===== src/rtl/cpu_sequencer.sv =====
// Multi-cycle control unit for the 16-bit core: fetches over a req/ready port,
// decodes, executes ALU/load/store/branch/jump, and drives the 8x16 register file.
module cpu_sequencer (
  input  logic        i_clk,
  input  logic        i_rst_n,
  output logic [2:0]  o_rf_read_addr1,
  output logic [2:0]  o_rf_read_addr2,
  input  logic [15:0] i_rf_read_data1,
  input  logic [15:0] i_rf_read_data2,
  input  logic [15:0] i_rf_program_counter,
  output logic        o_rf_write_enable,
  output logic [2:0]  o_rf_write_address,
  output logic [15:0] o_rf_write_data,
  output logic        o_rf_count_enable,
  output logic        o_mem_req,
  output logic        o_mem_we,
  output logic [15:0] o_mem_addr,
  output logic [15:0] o_mem_wdata,
  input  logic        i_mem_ready,
  input  logic [15:0] i_mem_rdata,
  output logic        o_halted,
  output logic        o_fault
);

  typedef enum logic [2:0] {PC_INIT, FETCH, DECODE, EXEC, MEM, WB, HALT} state_t;

  typedef enum logic [3:0] {
    OP_NOP  = 4'h0,
    OP_ADD  = 4'h1,
    OP_SUB  = 4'h2,
    OP_AND  = 4'h3,
    OP_OR   = 4'h4,
    OP_XOR  = 4'h5,
    OP_ADDI = 4'h6,
    OP_LDI  = 4'h7,
    OP_LD   = 4'h8,
    OP_ST   = 4'h9,
    OP_BEQ  = 4'hA,
    OP_JR   = 4'hB,
    OP_HALT = 4'hF
  } op_t;

  state_t      state_q, state_n;
  logic [15:0] ir_q;
  logic [15:0] a_q, b_q, pc_q, res_q;
  logic        fault_q;

  op_t         op;
  logic [2:0]  rd, rs1, rs2;
  logic [15:0] simm, zimm;
  logic [15:0] exec_res;
  logic        illegal;

  assign op      = op_t'(ir_q[15:12]);
  assign rd      = ir_q[11:9];
  assign rs1     = ir_q[8:6];
  assign rs2     = ir_q[5:3];
  assign simm    = {{10{ir_q[5]}}, ir_q[5:0]};
  assign zimm    = {7'd0, ir_q[8:0]};
  assign illegal = (ir_q[15:12] == 4'hC) || (ir_q[15:12] == 4'hD) || (ir_q[15:12] == 4'hE);

  // ST and BEQ read rd through port 2 so its value lands in B.
  assign o_rf_read_addr1 = rs1;
  assign o_rf_read_addr2 = ((op == OP_ST) || (op == OP_BEQ)) ? rd : rs2;

  always_comb begin
    exec_res = '0;
    case (op)
      OP_ADD:               exec_res = a_q + b_q;
      OP_SUB:               exec_res = a_q - b_q;
      OP_AND:               exec_res = a_q & b_q;
      OP_OR:                exec_res = a_q | b_q;
      OP_XOR:               exec_res = a_q ^ b_q;
      OP_ADDI, OP_LD, OP_ST: exec_res = a_q + simm;
      OP_LDI:               exec_res = zimm;
      OP_BEQ:               exec_res = pc_q + simm;
      OP_JR:                exec_res = a_q;
      default:              exec_res = '0;
    endcase
  end

  always_ff @(posedge i_clk or negedge i_rst_n) begin
    if (!i_rst_n) begin
      state_q <= PC_INIT;
    end else begin
      state_q <= state_n;
    end
  end

  always_ff @(posedge i_clk or negedge i_rst_n) begin
    if (!i_rst_n) begin
      ir_q    <= '0;
      a_q     <= '0;
      b_q     <= '0;
      pc_q    <= '0;
      res_q   <= '0;
      fault_q <= 1'b0;
    end else begin
      case (state_q)
        FETCH:  if (i_mem_ready) ir_q <= i_mem_rdata;
        DECODE: begin
          a_q  <= i_rf_read_data1;
          b_q  <= i_rf_read_data2;
          pc_q <= i_rf_program_counter;
        end
        EXEC: begin
          res_q <= exec_res;
          if (illegal) fault_q <= 1'b1;
        end
        MEM:    if (i_mem_ready && (op != OP_ST)) res_q <= i_mem_rdata;
        default: ;
      endcase
    end
  end

  always_comb begin
    state_n            = state_q;
    o_rf_write_enable  = 1'b0;
    o_rf_write_address = '0;
    o_rf_write_data    = '0;
    o_rf_count_enable  = 1'b0;
    o_mem_req          = 1'b0;
    o_mem_we           = 1'b0;
    o_mem_addr         = '0;
    o_mem_wdata        = '0;
    o_halted           = 1'b0;
    o_fault            = 1'b0;
    case (state_q)
      PC_INIT: begin
        o_rf_write_enable  = 1'b1;
        o_rf_write_address = 3'd7;
        o_rf_write_data    = '0;
        state_n            = FETCH;
      end
      FETCH: begin
        o_mem_req  = 1'b1;
        o_mem_addr = i_rf_program_counter;
        if (i_mem_ready) begin
          o_rf_count_enable = 1'b1;
          state_n           = DECODE;
        end
      end
      DECODE: state_n = EXEC;
      EXEC: begin
        case (op)
          OP_NOP:       state_n = FETCH;
          OP_BEQ:       state_n = (a_q == b_q) ? WB : FETCH;
          OP_LD, OP_ST: state_n = MEM;
          OP_HALT:      state_n = HALT;
          OP_ADD, OP_SUB, OP_AND, OP_OR, OP_XOR,
          OP_ADDI, OP_LDI, OP_JR: state_n = WB;
          default:      state_n = HALT;
        endcase
      end
      MEM: begin
        o_mem_req   = 1'b1;
        o_mem_we    = (op == OP_ST);
        o_mem_addr  = res_q;
        o_mem_wdata = b_q;
        if (i_mem_ready) state_n = (op == OP_ST) ? FETCH : WB;
      end
      WB: begin
        o_rf_write_enable  = 1'b1;
        o_rf_write_address = ((op == OP_BEQ) || (op == OP_JR)) ? 3'd7 : rd;
        o_rf_write_data    = res_q;
        state_n            = FETCH;
      end
      HALT: begin
        o_halted = 1'b1;
        o_fault  = fault_q;
      end
      default: state_n = PC_INIT;
    endcase
  end

endmodule


===== config.mk =====
export PLATFORM = sky130hd
export DESIGN_NAME = cpu_sequencer
export DESIGN_NICKNAME = d
export VERILOG_FILES = /design/src/rtl/cpu_sequencer.sv
export SDC_FILE = /design/constraint.sdc
export NUM_CORES = 1
export LEC_CHECK = 0
export ABC_AREA = 0
export CAP_MARGIN = 10
export CELL_PAD_IN_SITES_DETAIL_PLACEMENT = 1
export CELL_PAD_IN_SITES_GLOBAL_PLACEMENT = 2
export CORE_MARGIN = 8
export CORE_UTILIZATION = 29
export CTS_CLUSTER_SIZE = 10
export DETAILED_ROUTE_END_ITERATION = 6
export PLACE_DENSITY = 0.75
export SETUP_SLACK_MARGIN = 0.3
export SYNTH_ARGS = -nofsm -noshare
export SYNTH_HDL_FRONTEND = slang
export SYNTH_SLANG_ARGS = --single-unit

===== constraint.sdc =====
create_clock -name i_clk -period 3.1 [get_ports i_clk]
set_input_delay 0.465 -clock i_clk [delete_from_list [all_inputs] [get_ports i_clk]]
set_output_delay 0.465 -clock i_clk [all_outputs]
set_load 0.05 [all_outputs]

-- Word-level counts from Yosys, hierarchy flattened
Index checks and enable logic that the tools add are counted.
- register bits after elaboration: 84
- input port bits: 67
- output and inout port bits: 63
- $add $sub $neg: 4
- equality and inequality tests: 25
- multiplexer cells: 22
- bitwise gates (word level): 4
- reduce and logical (&&, ||, !) cells: 17
- operator list (cell ; number):
    16-bit one-hot mux with 9 select lines ; 1
    16-bit one-hot mux with 2 select lines ; 2
    16-bit adder ; 3
    16-bit 2-to-1 mux ; 3
    4-bit == test, second input constant ; 7
    3-bit 2-to-1 mux ; 6
    3-bit one-hot mux with 6 select lines ; 1
    16-bit bitwise AND ; 1
    16-bit == test ; 1
    4-bit by 3-bit == test with 1-bit output, second input constant ; 4
    16-bit OR ; 1
    16-bit subtractor ; 1
    16-bit bitwise XOR ; 1
    3-bit one-hot mux with 4 select lines ; 1
    3-bit == test, second input constant ; 3
    4-bit by 2-bit == test with 1-bit output, second input constant ; 2
    8-bit OR reduction ; 1
    1-bit 2-to-1 mux ; 7
    3-bit by 2-bit == test with 1-bit output, second input constant ; 2
    2-bit inequality test, second input constant ; 3
    3-bit one-hot mux with 2 select lines ; 1
    2-bit AND reduction ; 3
    2-bit OR reduction ; 3
    4-bit by 1-bit == test with 1-bit output, second input constant ; 1
    10 further kinds ; 13

-- Logic depth before layout (Yosys ltp)
- depth in word-level cells: 4
- mapped depth: 16
- gate-level depth less buffers: 13

-- Worst setup path after synthesis
No wires, ideal clock.
- kind: reg-to-reg
- start point: register ir_q[12]
- end point: register res_q[12]
- setup time: 0.130 ns
- data arrival time: 3.298 ns
- path slack: -0.328 ns
- stages on the path, launching flop included: 17
- path buffers: 3
- path through: dfrtp_1 -> buf_2 -> nor4bb_1 -> clkbuf_1 -> clkbuf_1 -> nand2_1 -> o21ai_0 -> ha_1 -> inv_1 -> fa_1 -> nand3b_1 -> nand4_1 -> a31oi_1 -> nor2_1 -> mux2_2 -> a2111oi_2 -> a21oi_1
- cells in the longest elaborated chain, start to end: 4
- elaborated cells on any way between the ends: 18
- classes of those cells: 13 x eq/ne; 2 x mux; 3 x reduce/logical
- RTL lines (item ; RTL line ; RTL):
    start, declared ; 44 ; logic [15:0] ir_q;
    start signal, assigned ; 100 ; FETCH: if (i_mem_ready) ir_q <= i_mem_rdata;
    4-bit == test (tied with other cells) ; 68 ; case (op)
    3-bit OR reduction / 1-bit logical AND (equally long branches) ; 68, 110 ;
    16-bit one-hot mux with 9 select lines / 2-bit inequality test (equally long branches) ; n/a ;
    16-bit one-hot mux with 2 select lines / 2-bit AND reduction (equally long branches) ; n/a ;
    end signal, assigned ; 107 ; res_q <= exec_res;
    end signal, assigned ; 110 ; MEM: if (i_mem_ready && (op != OP_ST)) res_q <= i_mem_rdata;
    end, declared ; 45 ; logic [15:0] a_q, b_q, pc_q, res_q;
Several ways; a longest one is shown, not always the timed one.
A chain may end at the register's enable or synchronous reset.

-- Final worst setup path
- start point: register ir_q[15]
- end point: register res_q[12]
Same word-level chain as after synthesis.

==> flow_summary.toml <==
[critical_path]
crit_fanout = 4
worstSetupEndpointType = "flop"
cp.required_ns = 3.34
arrival_ns = 3.40
path_class = "reg -> reg"
startpoint_type = "flop"

[cts]
clk_path_buf_depth = 2
clk_latency_ns = 0.37
clockRootBuffer = "clkbuf_16"
cts.clk_slew.worst_paths_ns = 0.08
htreeDepth = 3
clock-sinks = 84
cts_made_buffers = 9
hold_buffers = 0
cts_tree = "built"

[cells_and_area]
syn_to_final_growth_pct = 38.62
antenna_cells = 0
nets = 1190
fillers = 2970
regArea_um2 = 2102
drive_gt1_share_pct = 22.26
multi_input_area_um2 = 5298

[timing]
period_share_pct = 102.0
finalHoldViolCount = 0
worst_pin_slew_ns = 0.6623
final.min_clock_period_ns = 3.161
clock.fmax_mhz = 316.3
worst_slack_ns = -0.06122
drv_slew = 0
relSlewSlack_pct = 55.74
setup_viol = 2
finalSetupTns_ns = -0.08091
finClkSkew_ns = 0.01256
rsz0062_at_grt = "yes"

[floorplan]
die_area_um2 = 31740
initial_core_util_pct = 29.43
pin_count = 130
core_um2 = 25910
row_count = 59
die_x_um = 178.2
dieHeight_um = 178.2

[synthesis]
ys_ff_latch = 84
avgSynthCellArea_um2 = 8.227
synth_top_cell_area_share_pct = 27.56
synth_ff_type = "dfrtp_1"
synth.area.top_cells = "dfrtp_1 (28%), ha_1 (11%), mux2_2 (5.3%), o21ai_0 (5.2%), nand2_1 (4.8%)"
netlist-cell-type-count = 86
ys_async_sr_fraction_pct = 100.0
synth.cell_area_um2 = 7626
ys_seq_area_share_pct = 27.56
syn-num-nets = 1062
yosysWarningCount = 0
synth_largest_area_cell = "dfrtp_1"
synth_edf_count = 0
netlist_instances = 927

[drt]
via_per_inst = 5.419
drt_pass1_iterations = 5
drt_iter0_markers = 448
wl_um = 31980
vias = 7559
drc_errors = 0
ant_nets = 0
wl_per_cell_um = 22.92

[place]
place_congestion = 0.8945
dp_hpwl_um = 24960
place_ws_ns = -0.05982
io_buffers = 129

[global_routing]
grt_first_pass_wirelength_um = 48470
gr-usage-all-layers_pct = 19.99
grt_max_degree = 49
grt_overflow = 0
grt_pass1_vias = 7920
antenna_found_initial = 0

[status]
status = "finished with violations"
violations = "negative setup slack"

[hold_path]
hp-class = "in -> async"

[run]
maxCapViolations = 0
worst paths after layout:
path / startpoint / end / slack [ns] / cells after the start
max in group asynchronous: i_rst_n / ir_q[8]$_DFFE_PN0P_ / 2.39 / 2
worst min-delay path: i_rst_n / b_q[1]$_DFFE_PN0P_ / 0.07 / 1
worst max register to register: ir_q[15]$_DFFE_PN0P_ / res_q[12]$_DFFE_PN0P_ / -0.06 / 15
worst max-delay path: ir_q[15]$_DFFE_PN0P_ / res_q[12]$_DFFE_PN0P_ / -0.06 / 15
min in group i_clk: fault_q$_DFFE_PN0P_ / fault_q$_DFFE_PN0P_ / 0.50 / 1
worst min register to register: fault_q$_DFFE_PN0P_ / fault_q$_DFFE_PN0P_ / 0.50 / 1
state kept, by name, summed over array words and instances, names as in the netlist:
signal,count
a_q,16
b_q,16
fault_q,1
ir_q,16
pc_q,16
res_q,16
state_q,3
cells in the mapped netlist, types with 11 or more instances:
| library cell | number |
|---|---|
| and2_1 | 22 |
| a221oi_1 | 12 |
| o21ai_0 | 79 |
| a21oi_1 | 71 |
| a22o_1 | 17 |
| xnor2_1 | 16 |
| nand3_1 | 13 |
| ha_1 | 65 |
| o211ai_1 | 13 |
| a31oi_1 | 15 |
| nand2_1 | 97 |
| nor3_1 | 16 |
| a21o_1 | 12 |
| inv_1 | 50 |
| nor2b_1 | 13 |
| clkbuf_1 | 39 |
| nor2_1 | 62 |
| dfrtp_1 | 84 |
| mux2_2 | 36 |
| buf_2 | 12 |
| and3_1 | 11 |
| a22oi_1 | 14 |
worst max-delay path, cell delays in order, from the launching register on:
cell,delay (ns)
dfrtp_1,0.38
nor4bb_4,0.16
buf_4,0.15
buf_4,0.14
clkbuf_16,0.14
o21ai_2,0.10
ha_2,0.20
inv_2,0.04
fa_2,0.34
nand3b_1,0.26
nand4_1,0.18
a31oi_4,0.12
nor2_2,0.17
mux2_4,0.33
a2111oi_4,0.19
a21oi_1,0.10
logic make-up (layout without fill, tap and decap cells):
group,count (synthesis),after routing,share of synthesized area [%]
AO/OA/AOI/OAI,310,310,26.91
XOR/XNOR,22,22,2.527
adder cells (fa/ha/maj),68,68,11.45
buffers and inverters,116,249,6.546
flip-flops,84,84,27.56
multiplexers,44,44,6.366
AND/OR/NAND/NOR,283,283,18.64
layer usage:
| metal | GRT usage [%] | vias up | wire (um) |
|---|---|---|---|
| met4 | 7.155 | 0 | 778 |
| met2 | 30.53 | 206 | 14180 |
| li1 | - | 3592 | - |
| met5 | 0 | - | 0 |
| met1 | 28.36 | 3728 | 15460 |
| met3 | 2.561 | 33 | 1558 |
placed cells by master (no fill, tap or decap), types with 17 or more instances in the layout:
cell             Yosys  final
nand2_1             97     96
ha_1                65     57
clkdlybuf4s50_1      0     72
inv_1               50     48
mux2_2              36     35
a21oi_1             71     60
o21ai_0             79     70
nor2_1              62     58
dfrtp_1             84     84
buf_12               0     52
buf_4                9     56
and2_1              22     22
a22o_1              17     17
metrics by stage:
stage | hold slack [ns] | util [%] | area (um^2) | std cells
after CTS | 0.08286 | 39.68 | 10280 | 1384
after floorplan | 0.1694 | - | 7677 | 927
final | 0.06809 | 40.80 | 10570 | 1395
after global placement | 0.4683 | 38.13 | 9879 | 1363
after detailed placement | 0.4817 | 38.13 | 9879 | 1363
after global routing | 0.1148 | 40.80 | 10570 | 1395
cell type report:
class	instances	area share (%)
Clock inverter	7	0.8877
Tap cell	335	3.965
Inverter	50	1.775
Clock buffer	9	2.130
Sequential cell	84	19.88
Timing Repair Buffer	183	21.25
Multi-Input combinational cell	727	50.11
repair_timing:
item,CTS,global route
gates resized for setup,11,49
setup buffers,4,10
gates cloned,1,1
setup endpoints to repair,12,15
pin swaps,3,31
Power is left out: the tool's default activity adds up to more than one toggle a clock period on the data nets, which glitch-free logic cannot reach.
